### src/rtl/rom_stream_pkg.sv
// rom_stream_pkg: shared types and sizing constants for the ROM burst reader.
`timescale 1ns/1ps

package rom_stream_pkg;

    localparam int ROM_DEPTH  = 8;
    localparam int ROM_ADDR_W = 3;
    localparam int CNT_W      = 4;
    localparam int FIFO_DEPTH = 2;

    typedef enum logic [1:0] {
        ST_IDLE  = 2'd0,
        ST_ISSUE = 2'd1,
        ST_DRAIN = 2'd2
    } state_t;

endpackage

### src/rtl/rom_stream_fifo2.sv
// rom_stream_fifo2: two-entry FIFO whose head always sits in slot 0, so the
// head word comes straight from a register and stays put while not popped.
`timescale 1ns/1ps

module rom_stream_fifo2 #(
    parameter int W = 8
) (
    input  logic         clk,
    input  logic         clr,
    input  logic         push,
    input  logic [W-1:0] push_data,
    input  logic         pop,
    output logic [W-1:0] head,
    output logic [1:0]   count
);

    logic [W-1:0] slot1;
    logic         do_pop;

    assign do_pop = pop && (count != 2'd0);

    // Shift-style storage: pops move slot 1 forward, pushes fill the first free slot.
    always_ff @(posedge clk or posedge clr) begin
        if (clr) begin
            head  <= '0;
            slot1 <= '0;
            count <= 2'd0;
        end else begin
            unique case ({push, do_pop})
                2'b10: begin
                    if (count == 2'd0) head <= push_data;
                    else               slot1 <= push_data;
                    count <= count + 2'd1;
                end
                2'b01: begin
                    head  <= slot1;
                    count <= count - 2'd1;
                end
                2'b11: begin
                    if (count == 2'd1) begin
                        head <= push_data;
                    end else begin
                        head  <= slot1;
                        slot1 <= push_data;
                    end
                end
                default: begin
                end
            endcase
        end
    end

endmodule

### src/rtl/rom_stream_reader.sv
// rom_stream_reader: walks a wrap-around ROM address window on start, absorbs
// the ROM's one-cycle read latency with a 2-entry FIFO and streams the words
// out over valid/ready. Optional burst sum is enabled with ROM_STREAM_SUM_EN.
`timescale 1ns/1ps

module rom_stream_reader
    import rom_stream_pkg::*;
#(
    parameter int N = 8
) (
    input  logic                  clk,
    input  logic                  clr,
    input  logic                  start,
    input  logic [ROM_ADDR_W-1:0] base,
    input  logic [CNT_W-1:0]      count,
    output logic                  busy,
    output logic [ROM_ADDR_W-1:0] rom_add,
    input  logic [N-1:0]          rom_q,
    output logic [N-1:0]          out_data,
    output logic                  out_valid,
    input  logic                  out_ready,
    output logic                  out_last,
    output logic                  done
`ifdef ROM_STREAM_SUM_EN
    ,
    output logic [N+2:0]          sum
`endif
);

    state_t                state;
    logic [ROM_ADDR_W-1:0] base_r;
    logic [CNT_W-1:0]      len;
    logic [CNT_W-1:0]      issued;
    logic [CNT_W-1:0]      next_off;
    logic [CNT_W-1:0]      sat_count;
    logic                  inflight;
    logic                  inflight_last;
    logic                  accept;
    logic                  last_issue;
    logic                  issue_ok;
    logic [2:0]            credit;
    logic                  pop;
    logic [N:0]            head;
    logic [1:0]            fifo_count;

    assign sat_count  = (count > CNT_W'(ROM_DEPTH)) ? CNT_W'(ROM_DEPTH) : count;
    assign accept     = (state == ST_IDLE) && start && (count != '0);
    assign next_off   = issued + CNT_W'(1);
    assign last_issue = (issued == len - CNT_W'(1));

    // Words already buffered plus the one in flight, minus the one leaving now,
    // must leave room for the word this issue will produce two edges later.
    assign pop      = out_valid && out_ready;
    assign credit   = 3'(fifo_count) + 3'(inflight) - 3'(pop);
    assign issue_ok = (state == ST_ISSUE) && (credit < 3'(FIFO_DEPTH));

    assign out_valid = (fifo_count != 2'd0);
    assign out_data  = head[N-1:0];
    assign out_last  = out_valid && head[N];

    rom_stream_fifo2 #(
        .W(N + 1)
    ) u_fifo (
        .clk       (clk),
        .clr       (clr),
        .push      (inflight),
        .push_data ({inflight_last, rom_q}),
        .pop       (pop),
        .head      (head),
        .count     (fifo_count)
    );

    // Burst sequencer: latch the request, issue addresses under credit, then wait for the last handshake.
    always_ff @(posedge clk or posedge clr) begin
        if (clr) begin
            state         <= ST_IDLE;
            base_r        <= '0;
            len           <= '0;
            issued        <= '0;
            rom_add       <= '0;
            busy          <= 1'b0;
            done          <= 1'b0;
            inflight      <= 1'b0;
            inflight_last <= 1'b0;
        end else begin
            done          <= 1'b0;
            inflight      <= issue_ok;
            inflight_last <= issue_ok && last_issue;
            unique case (state)
                ST_IDLE: begin
                    if (accept) begin
                        base_r  <= base;
                        len     <= sat_count;
                        issued  <= '0;
                        rom_add <= base;
                        busy    <= 1'b1;
                        state   <= ST_ISSUE;
                    end
                end
                ST_ISSUE: begin
                    if (issue_ok) begin
                        issued <= next_off;
                        if (last_issue) state   <= ST_DRAIN;
                        else            rom_add <= base_r + next_off[ROM_ADDR_W-1:0];
                    end
                end
                ST_DRAIN: begin
                    if (pop && out_last) begin
                        state <= ST_IDLE;
                        busy  <= 1'b0;
                        done  <= 1'b1;
                    end
                end
                default: state <= ST_IDLE;
            endcase
        end
    end

`ifdef ROM_STREAM_SUM_EN
    // Running burst total: cleared on an accepted start, accumulates each word entering the FIFO.
    always_ff @(posedge clk or posedge clr) begin
        if (clr) begin
            sum <= '0;
        end else if (accept) begin
            sum <= '0;
        end else if (inflight) begin
            sum <= sum + {3'b000, rom_q};
        end
    end
`endif

endmodule

### config.mk
export PLATFORM = sky130hd
export DESIGN_NAME = rom_stream_reader
export DESIGN_NICKNAME = d
export VERILOG_FILES = /design/src/rtl/rom_stream_pkg.sv /design/src/rtl/rom_stream_fifo2.sv /design/src/rtl/rom_stream_reader.sv
export SDC_FILE = /design/constraint.sdc
export NUM_CORES = 1
export LEC_CHECK = 0
export BUFFER_PORTS_ARGS = -buffer_cell sky130_fd_sc_hd__buf_2
export CORE_MARGIN = 3
export CORE_UTILIZATION = 40
export CTS_CLUSTER_SIZE = 24
export DETAILED_ROUTE_END_ITERATION = 16
export HOLD_SLACK_MARGIN = 0.08
export SETUP_SLACK_MARGIN = 0.2
export SYNTH_ARGS = -nofsm -noshare
export SYNTH_HDL_FRONTEND = slang
export SYNTH_SLANG_ARGS = --single-unit
### constraint.sdc
create_clock -name clk -period 6.1 [get_ports clk]
set_input_delay 0.61 -clock clk [delete_from_list [all_inputs] [get_ports clk]]
set_output_delay 0.61 -clock clk [all_outputs]
set_load 0.03 [all_outputs]
==> results of run 1 <==
[placed cells by master (no fill, tap or decap)]
master,netlist,final
nand3b_4,1,1
o22ai_2,1,1
inv_1,15,15
mux2_4,3,3
or3_1,1,1
buf_2,2,33
nor4b_4,1,1
nor2b_1,5,5
nand2_1,11,11
nor3b_1,2,2
a22oi_1,9,9
xor2_1,5,5
clkbuf_8,0,5
a21o_2,2,2
mux2_2,15,15
nor2_1,4,4
nor4_2,1,1
xnor2_1,7,7
clkinvlp_4,0,1
mux2i_1,1,1
nor3_1,1,1
o21bai_1,1,1
o21ai_0,18,18
nand3_1,2,2
fa_1,2,2
nand2b_1,3,3
clkinv_2,0,1
or2_2,1,1
nand3b_1,4,4
nand4_1,1,1
a21oi_1,4,4
ha_1,9,9
dfrtp_1,40,40
buf_4,9,1
[cell type report]
class,instances,share of cell area [%]
clock buffer,5,2.949
clock inverter,2,0.5362
inverter,15,2.413
multi-input combinational,115,40.21
sequential,40,42.90
tap,67,3.592
timing repair buffer,34,7.399
[kinds of logic after synthesis]
group	after synthesis
flip-flops	40
AND/OR/NAND/NOR	38
AO/OA/AOI/OAI	35
buffers and inverters	27
multiplexers	19
XOR/XNOR	12
adder cells (fa/ha/maj)	11
[stage by stage]
step                      setup slack, ns  utilization [%]  cell area [sq um]  power, W
after floorplan                     3.563                -               2077  0.001044
after global placement              3.403            46.15               2252  0.001136
after detailed placement            3.323            46.15               2252  0.001147
after CTS                           3.311            47.82               2333  0.001324
after global routing                3.073            47.82               2333  0.001419
final                               3.342            47.82               2333  0.001301
[metal layers]
metal,share of wire (%),up-vias
li1,-,670
met3,5.9,7
met2,47,31
met4,1.4,0
met5,0,-
met1,46,628
[critical path: cells and delay by family, from the launching register on]
family                     cells  cell delay, ns
DFF                            1            0.38
muxes                          1            0.31
xor gates and xnor gates       1            0.27
and+or+nand+nor                2            0.42
adders and majority gates      3            0.83
AOI/OAI and AO/OA              1            0.18
buffers and inverters          3            0.26
[power by group]
| group | total, W | internal [W] | switching, W |
|---|---|---|---|
| sequential | 0.000454 | 0.000380 | 0.0000742 |
| clock | 0.000170 | 0.0000775 | 0.0000929 |
| combinational | 0.000677 | 0.000317 | 0.000360 |
[worst min path at each step]
stage                                           from                         end  slack (ns)  cells after the start
after floorplan           u_fifo.head[0]$_DFFE_PP0P_  u_fifo.head[0]$_DFFE_PP0P_        0.45                      2
after global placement    u_fifo.head[1]$_DFFE_PP0P_  u_fifo.head[1]$_DFFE_PP0P_        0.46                      2
after detailed placement  u_fifo.head[1]$_DFFE_PP0P_  u_fifo.head[1]$_DFFE_PP0P_        0.47                      2
after CTS                                        clr      rom_add[0]$_DFFE_PP0P_        0.45                      3
after global routing                             clr      rom_add[1]$_DFFE_PP0P_        0.48                      3
final                                            clr      rom_add[0]$_DFFE_PP0P_        0.42                      3
[sequential cells by signal, indices dropped and copies added (netlist names)]
| name | count |
|---|---|
| u_fifo.head | 9 |
| u_fifo.slot1 | 9 |
| issued | 4 |
| len | 4 |
| base_r | 3 |
| rom_add | 3 |
| state | 2 |
| u_fifo.count | 2 |
| busy | 1 |
| done | 1 |
| inflight | 1 |
| inflight_last | 1 |
==> flow_summary.ini, run 1 <==
[status]
outcome = completed

[global_routing]
grt_pass1_wl_mm = 6.154
grt_max_degree = 41
met2_usage_pct = 22.00
use_met3_pct = 3.555
busiest_layer = met2
grt_pass1_vias = 1366
grt_usage_pct = 12.78
grt_overflow = 0
antenna_found_initial = 0
grt_util_met1_pct = 14.98

[pwr]
vdd_drop_max_v = 0.0003512
leakagePower_nw = 1.108
cellPowerDensity_mw_per_mm2 = 557.7

[synth]
synth_top_family_by_area = simple AND/OR/NAND/NOR gates
avgSynthCellArea_sq_um = 11.41
ys_ff_latch = 40
synth_area_leaders = dfrtp_1 (48%), mux2_2 (8.1%), ha_1 (5.4%)
synth_xor_area_share_pct = 5.060
syn_nets = 212
yosysMostFrequentCell = dfrtp_1
ys_top_cells_by_count = dfrtp_1 (40), o21ai_0 (18), inv_1 (15), mux2_2 (15), nand2_1 (11)
yosysWarnings = 0
syn-instance-count = 182
synth_top_cell_area_share_pct = 48.19
synth_area_sq_mm = 0.002077
ys_types = 32
ys_seq_area_share_pct = 48.19
synth_compound_area_share_pct = 10.36
synth_flop_cell = dfrtp_1
synthAdderAreaFrac_pct = 7.349
synthSimpleGateAreaFrac_pct = 11.63
yosysTopAreaCell = dfrtp_1
async_flop_share_pct = 100.0
synth_edf_count = 0
muxShareOfSynthArea_pct = 10.78

[cells_and_area]
multi_input_area_sq_um = 938.4
nets = 241
num-fill-cells = 487
drive_gt1_share_pct = 31.28
areaGrowthSynthToFinish_pct = 12.35
seqCellArea_sq_mm = 0.001001
diodes = 0
final_cell_count_no_fill = 278

[worst_setup_path]
timing.rr.start = u_fifo.count[1]$_DFFE_PP0P_
cp_slowest_cell = fa_1
endpoint = rom_add[0]$_DFFE_PP0P_
crit_path_start_kind = register
rr_endpoint = rom_add[0]$_DFFE_PP0P_
endpoint_kind = register
rrSetupSlack_ns = 3.34
cpMostUsedCell = inv_1
required_ns = 6.28
critical_path_arrival_ns = 2.94
r2r_cells = 11
crit_type = reg2reg
slowest_delay_ns = 0.39
crit_path_cell_trace = inv_1 -> ha_1 -> nor2b_1 -> ha_1 -> inv_1 -> fa_1 -> xor2_1 -> nand3b_4 -> inv_1 -> a21o_2 -> mux2_4
startpoint = u_fifo.count[1]$_DFFE_PP0P_
path_max_fanout = 9

[sta]
whs_ns = 0.4234
hold_viol = 0
layout_min_cycle_time_ns = 2.758
clock_skew_ns = 0.006879
tns_ns = 0
post-route-period-util_pct = 45.21
max_slew_margin_pct = 26.43
tightest_slew_ns = 1.103
max_freq_mhz = 362.6
finalMaxSlewViolations = 0
setup_viol = 0
rsz0062_at_grt = no

[clock_network]
ctsHoldBuffers = 0
cts-resized-gates = 0
path_clk_slew_ns = 0.08
cts_tree = built
cts_buffer_depth = 2
cts_root_buf = clkbuf_8
clock_latency_ns = 0.29
numCtsBuffers = 5
htreeDepth = 2
cts_post_setup_buffers_inserted = 0
cts_sinks = 40

[route]
post_drt_wl_per_cell_microns = 12.60
drc_errors = 0
drtPass1Iterations = 4
vias = 1336
vias_per_cell = 4.806
ant_nets = 0
drt_iter0_drc = 41
routed_wl_mm = 3.504

[flow_run]
drv_cap = 0

[floorplanning]
std_cell_rows = 25
io_pins = 34
die_w_microns = 78.06
die_h_microns = 78.06
fp.dieArea_sq_mm = 0.006093
start_util_pct = 42.56
design.core.area_sq_mm = 0.004880

[placed_design]
place.port_buffers = 33
globalplace.congestion = 0.7014
hpwl_mm = 2.549
dp.cells = 271

[worst_hold_path]
hold_path.class = in2async
Power figures use the tool's default switching activity.
==> run 2, diff against run 1 <==
- ABC_AREA: unset -> 1
- clock period: 6.1 -> 2.4 ns (I/O delays scaled with it)
==> flow_summary.ini, run 2 <==
[status]
outcome = completed

[synth]
synth_compound_area_share_pct = 10.74
yosysMostFrequentCell = nand2_1
ys_ff_latch = 40
synthAdderAreaFrac_pct = 7.044
ys_top_cells_by_count = nand2_1 (51), dfrtp_1 (40), inv_1 (39)
synth_edf_count = 0
ys_types = 27
yosysTopAreaCell = dfrtp_1
muxShareOfSynthArea_pct = 0
syn_nets = 283
yosysWarnings = 0
ys_seq_area_share_pct = 46.19
synth_area_sq_mm = 0.002167
synth_top_cell_area_share_pct = 46.19
avgSynthCellArea_sq_um = 8.566
async_flop_share_pct = 100.0
synth_flop_cell = dfrtp_1
synth_area_leaders = dfrtp_1 (46%), nand2_1 (8.8%), inv_1 (6.8%)
synth_xor_area_share_pct = 3.637
synth_top_family_by_area = simple AND/OR/NAND/NOR gates
syn-instance-count = 253
synthSimpleGateAreaFrac_pct = 21.88

[worst_hold_path]
holdPathEnd = base_r[1]$_DFFE_PP0P_
hold_path.class = in2reg
min_from = base[1]
holdPathStages = 3

[cells_and_area]
mostFrequentLayoutCells = nand2_1 (51), dfrtp_1 (40), inv_1 (35)
areaGrowthSynthToFinish_pct = 21.02
nets = 326
diodes = 0
largestRegisters = u_fifo.head: 9 flops, u_fifo.slot1: 9 flops
drive_gt1_share_pct = 25.93
final_common_cell = nand2_1
final_area_sq_mm = 0.002623

[worst_setup_path]
required_ns = 2.58
rrSetupSlack_ns = 0.17
rr_endpoint = rom_add[1]$_DFFE_PP0P_
timing.rr.start = u_fifo.count[0]$_DFFE_PP0P_
critical_path_arrival_ns = 2.41
crit_type = reg2reg
path_max_fanout = 7
endpoint_kind = register
r2r_cells = 16
crit_path_start_kind = register

[global_routing]
grt_max_degree = 41
grt_pass1_vias = 1607
antenna_found_initial = 0
grt_usage_pct = 14.42
grt_overflow = 0
grt_pass1_wl_mm = 7.127

[sta]
hold_viol = 0
finalMaxSlewViolations = 0
tns_ns = 0
post-route-period-util_pct = 92.91
setup_viol = 0
layout_min_cycle_time_ns = 2.230
tightest_slew_ns = 0.5189
max_freq_mhz = 448.5
max_slew_margin_pct = 65.41
clock_skew_ns = 0.01438
rsz0062_at_grt = yes

[clock_network]
cts_tree = built
numCtsBuffers = 5
htreeDepth = 2
path_clk_slew_ns = 0.09
cts_sinks = 40
cts_buffer_depth = 2
cts_root_buf = clkbuf_8
clock_latency_ns = 0.30

[pwr]
cellPowerDensity_mw_per_mm2 = 1436
vdd_drop_max_v = 0.0005856
leakagePower_nw = 1.358

[flow_run]
drv_cap = 0

[route]
drt_iter0_drc = 60
drc_errors = 0
drtPass1Iterations = 4
ant_nets = 0
vias = 1711
post_drt_wl_per_cell_microns = 11.61
routed_wl_mm = 4.261
vias_per_cell = 4.662

[placed_design]
hpwl_mm = 2.942
place.port_buffers = 33
globalplace.congestion = 0.7620
place_area_sq_mm = 0.002410

[floorplanning]
std_cell_rows = 26
io_pins = 34
fp.dieArea_sq_mm = 0.006337
start_util_pct = 41.90
design.core.area_sq_mm = 0.005172
die_h_microns = 79.61
die_w_microns = 79.61
==> run 2: repair_timing <==
action / CTS / global route
hold buffers: 1 / 0
setup buffers: 7 / 3
gates cloned: 0 / 0
pin swaps: 5 / 3
setup endpoints to repair: 7 / 9
resized for setup: 0 / 3
hold endpoints to repair: 25 / 0
==> run 2: layout make-up <==
| class | count | area, sq um |
|---|---|---|
| Multi-Input combinational cell | 162 | 985.9 |
| Timing Repair Buffer | 47 | 272.8 |
| Inverter | 40 | 160.2 |
| Clock buffer | 5 | 68.82 |
| Clock inverter | 3 | 46.29 |
| Sequential cell | 40 | 1001 |
| Fill cell | 494 | 2550 |
| Tap cell | 70 | 87.58 |
==> run 2: cell families after synthesis <==
group                    after synthesis
buffers and inverters                 51
adder cells (fa/ha/maj)               11
AND/OR/NAND/NOR                      101
AO/OA/AOI/OAI                         41
XOR/XNOR                               9
flip-flops                            40
==> run 2: power by group <==
part	switching (W)	internal [W]	leakage [nW]
clock network	0.000262	0.000313	0.0548
logic	0.00122	0.000833	0.810
registers	0.000172	0.000964	0.493
total	0.00166	0.00211	1.36
==> run 2: worst max path at each step <==
stage | from | end | slack (ns)
2_1_floorplan | u_fifo.count[0]$_DFFE_PP0P_ | issued[3]$_DFFE_PP0P_ | 0.19
5_1_grt | u_fifo.count[0]$_DFFE_PP0P_ | rom_add[1]$_DFFE_PP0P_ | 0.01
4_1_cts | u_fifo.count[1]$_DFFE_PP0P_ | rom_add[1]$_DFFE_PP0P_ | 0.15
6_report | u_fifo.count[0]$_DFFE_PP0P_ | rom_add[1]$_DFFE_PP0P_ | 0.17
3_3_place_gp | u_fifo.count[0]$_DFFE_PP0P_ | rom_add[1]$_DFFE_PP0P_ | 0.14
3_5_place_dp | u_fifo.count[0]$_DFFE_PP0P_ | rom_add[1]$_DFFE_PP0P_ | 0.11
==> run 2: per-stage QoR <==
| step | utilization (%) | std cells | power [W] | setup slack (ns) | hold slack (ns) |
|---|---|---|---|---|---|
| finish | 50.70 | 367 | 0.003767 | 0.1702 | 0.1616 |
| global route | 50.70 | 367 | 0.004116 | 0.009837 | 0.1774 |
| CTS | 50.02 | 364 | 0.003742 | 0.1517 | 0.1549 |
| detailed placement | 46.59 | 348 | 0.003048 | 0.1086 | 0.4009 |
| global placement | 46.59 | 348 | 0.003022 | 0.1382 | 0.3984 |
| floorplan | - | 253 | 0.002732 | 0.1904 | 0.3496 |
==> run 2: critical path: stages, from the launching register on <==
cell	delay [ns]
dfrtp_1	0.40
inv_2	0.08
ha_4	0.15
inv_6	0.03
nand2_4	0.06
inv_4	0.03
ha_4	0.26
nor2_4	0.03
fa_1	0.43
inv_1	0.06
nand2_1	0.05
nor2_2	0.11
nand2_2	0.11
nand2_4	0.12
nand2_4	0.06
nand2_1	0.06
nand2_1	0.05
==> run 2: metal layers <==
metal | vias up | part of all wire [%] | track usage [%] | routed length, microns
li1 | 876 | - | - | -
met1 | 797 | 43 | 16.68 | 1820
met2 | 34 | 52 | 26.04 | 2209
met3 | 4 | 4.7 | 3.725 | 199
met4 | 0 | 0.73 | 4.124 | 31
met5 | - | 0 | 0 | 0
==> run 3, diff against run 2 <==
==> constraint.sdc (replaced) <==
create_clock -name clk -period 2.4 [get_ports clk]
set_input_delay 0.48 -clock clk [delete_from_list [all_inputs] [get_ports clk]]
set_output_delay 0.48 -clock clk [all_outputs]
set_load 0.03 [all_outputs]
==> flow_summary.ini, run 3 (synthesis gave the netlist of run 2 again) <==
[status]
outcome = completed

[sta]
tns_ns = 0
clock_skew_ns = 0.01254
post-route-period-util_pct = 91.93
tightest_slew_ns = 0.5040
max_freq_mhz = 453.3
finalMaxSlewViolations = 0
hold_viol = 0
rsz0062_at_grt = yes
layout_min_cycle_time_ns = 2.206
max_slew_margin_pct = 66.40
setup_viol = 0

[floorplanning]
std_cell_rows = 26
fp.dieArea_sq_mm = 0.006337
die_h_microns = 79.61
design.core.area_sq_mm = 0.005172
die_w_microns = 79.61
start_util_pct = 41.90
io_pins = 34

[flow_run]
drv_cap = 0

[clock_network]
cts_buffer_depth = 2
path_clk_slew_ns = 0.09
cts_tree = built
htreeDepth = 2
numCtsBuffers = 5
ctsHoldBuffers = 0
cts_sinks = 40
cts_root_buf = clkbuf_8
clock_latency_ns = 0.30

[worst_setup_path]
path_max_fanout = 7
crit_type = reg2reg
endpoint_kind = register
critical_path_arrival_ns = 2.39
required_ns = 2.59
crit_path_start_kind = register

[route]
vias = 1697
vias_per_cell = 4.637
post_drt_wl_per_cell_microns = 11.69
drtPass1Iterations = 4
routed_wl_mm = 4.277
drc_errors = 0
ant_nets = 0
drt_iter0_drc = 61

[global_routing]
use_met3_pct = 3.612
grt_usage_pct = 14.95
antenna_found_initial = 0
grt_overflow = 0
grt_util_met1_pct = 17.11
met2_usage_pct = 27.21
busiest_layer = met2
grt_max_degree = 41
grt_pass1_wl_mm = 7.320
grt_pass1_vias = 1670

[pwr]
cellPowerDensity_mw_per_mm2 = 1440
leakagePower_nw = 1.356
vdd_drop_max_v = 0.0005592

[cells_and_area]
num-fill-cells = 494
mostFrequentLayoutCells = nand2_1 (51), dfrtp_1 (40), inv_1 (35)
multi_input_area_sq_um = 989.7
final_area_sq_mm = 0.002616
nets = 325
diodes = 0
final_common_cell = nand2_1
largestRegisters = u_fifo.head: 9 flops, u_fifo.slot1: 9 flops
areaGrowthSynthToFinish_pct = 20.73
drive_gt1_share_pct = 26.69
seqCellArea_sq_mm = 0.001001

[worst_hold_path]
hold_path.class = in2async

[placed_design]
place.port_buffers = 33
globalplace.congestion = 0.7753
hpwl_mm = 3.023
place_area_sq_mm = 0.002410
run 3: cell count changes in the layout (fill, tap and decap cells not counted):
cell,previous run,this run
o21ai_1,1,0
nor2_4,2,1
nor2_2,4,5
nand3_1,11,10
dlygate4sd3_1,1,0
nand3_2,1,2
o21ai_2,0,1
run 3: worst max-delay path: stages (launching register included):
cell and delay (ns):
dfrtp_1 0.40, inv_2 0.08, ha_4 0.16, inv_6 0.04
nand2_4 0.06, inv_4 0.03, ha_4 0.25, nor2_2 0.03
fa_1 0.43, inv_1 0.06, nand2_1 0.05, nor2_2 0.10
nand2_2 0.11, nand2_4 0.13, nand2_4 0.06, nand2_1 0.05
nand2_1 0.04
run 3: timing repair:
item	in CTS	in global routing
buffers inserted	7	3
pin swaps	3	3
endpoints found under the setup margin	7	10
resized for setup	0	4
run 3: power breakdown:
group | switching [W] | internal (W)
clock network | 0.000260 | 0.000313
logic | 0.00123 | 0.000825
registers | 0.000175 | 0.000965
total | 0.00166 | 0.00210
run 3: path summary, 6_finish.rpt:
check	depth (start not counted)	slack, ns	startpoint	to
max	16	0.19	u_fifo.count[1]$_DFFE_PP0P_	rom_add[1]$_DFFE_PP0P_
min in group clk	3	0.40	base[2]	base_r[2]$_DFFE_PP0P_
min	3	0.29	clr	state[1]$_DFFE_PP0P_
max in group asynchronous	3	1.76	clr	state[0]$_DFFE_PP0P_
max reg2reg	16	0.19	u_fifo.count[1]$_DFFE_PP0P_	rom_add[1]$_DFFE_PP0P_
min reg2reg	1	0.42	state[0]$_DFFE_PP0P_	done$_DFF_PP0_
run 3: routing by layer:
layer | vias up | wire length (microns)
met1 | 779 | 1876
li1 | 877 | -
met2 | 32 | 2154
met4 | 0 | 61
met5 | - | 0
met3 | 9 | 184
run 3: through the flow:
step,setup slack [ns],cells,util (%),total power [W],hold WS (ns)
after CTS,0.1611,363,49.83,0.003753,0.3087
after floorplan,0.1904,253,-,0.002732,0.4155
after detailed placement,0.1070,348,46.59,0.003070,0.4357
final,0.1938,366,50.58,0.003767,0.2861
after global placement,0.1415,348,46.59,0.003021,0.4353
after global routing,0.01059,366,50.58,0.004134,0.3570
run 3: cell type report:
cell class	count	share of cell area, %
Multi-Input combinational cell	162	37.83
Clock inverter	3	1.769
Tap cell	70	3.348
Clock buffer	5	2.630
Timing Repair Buffer	46	10.04
Sequential cell	40	38.26
Inverter	40	6.121
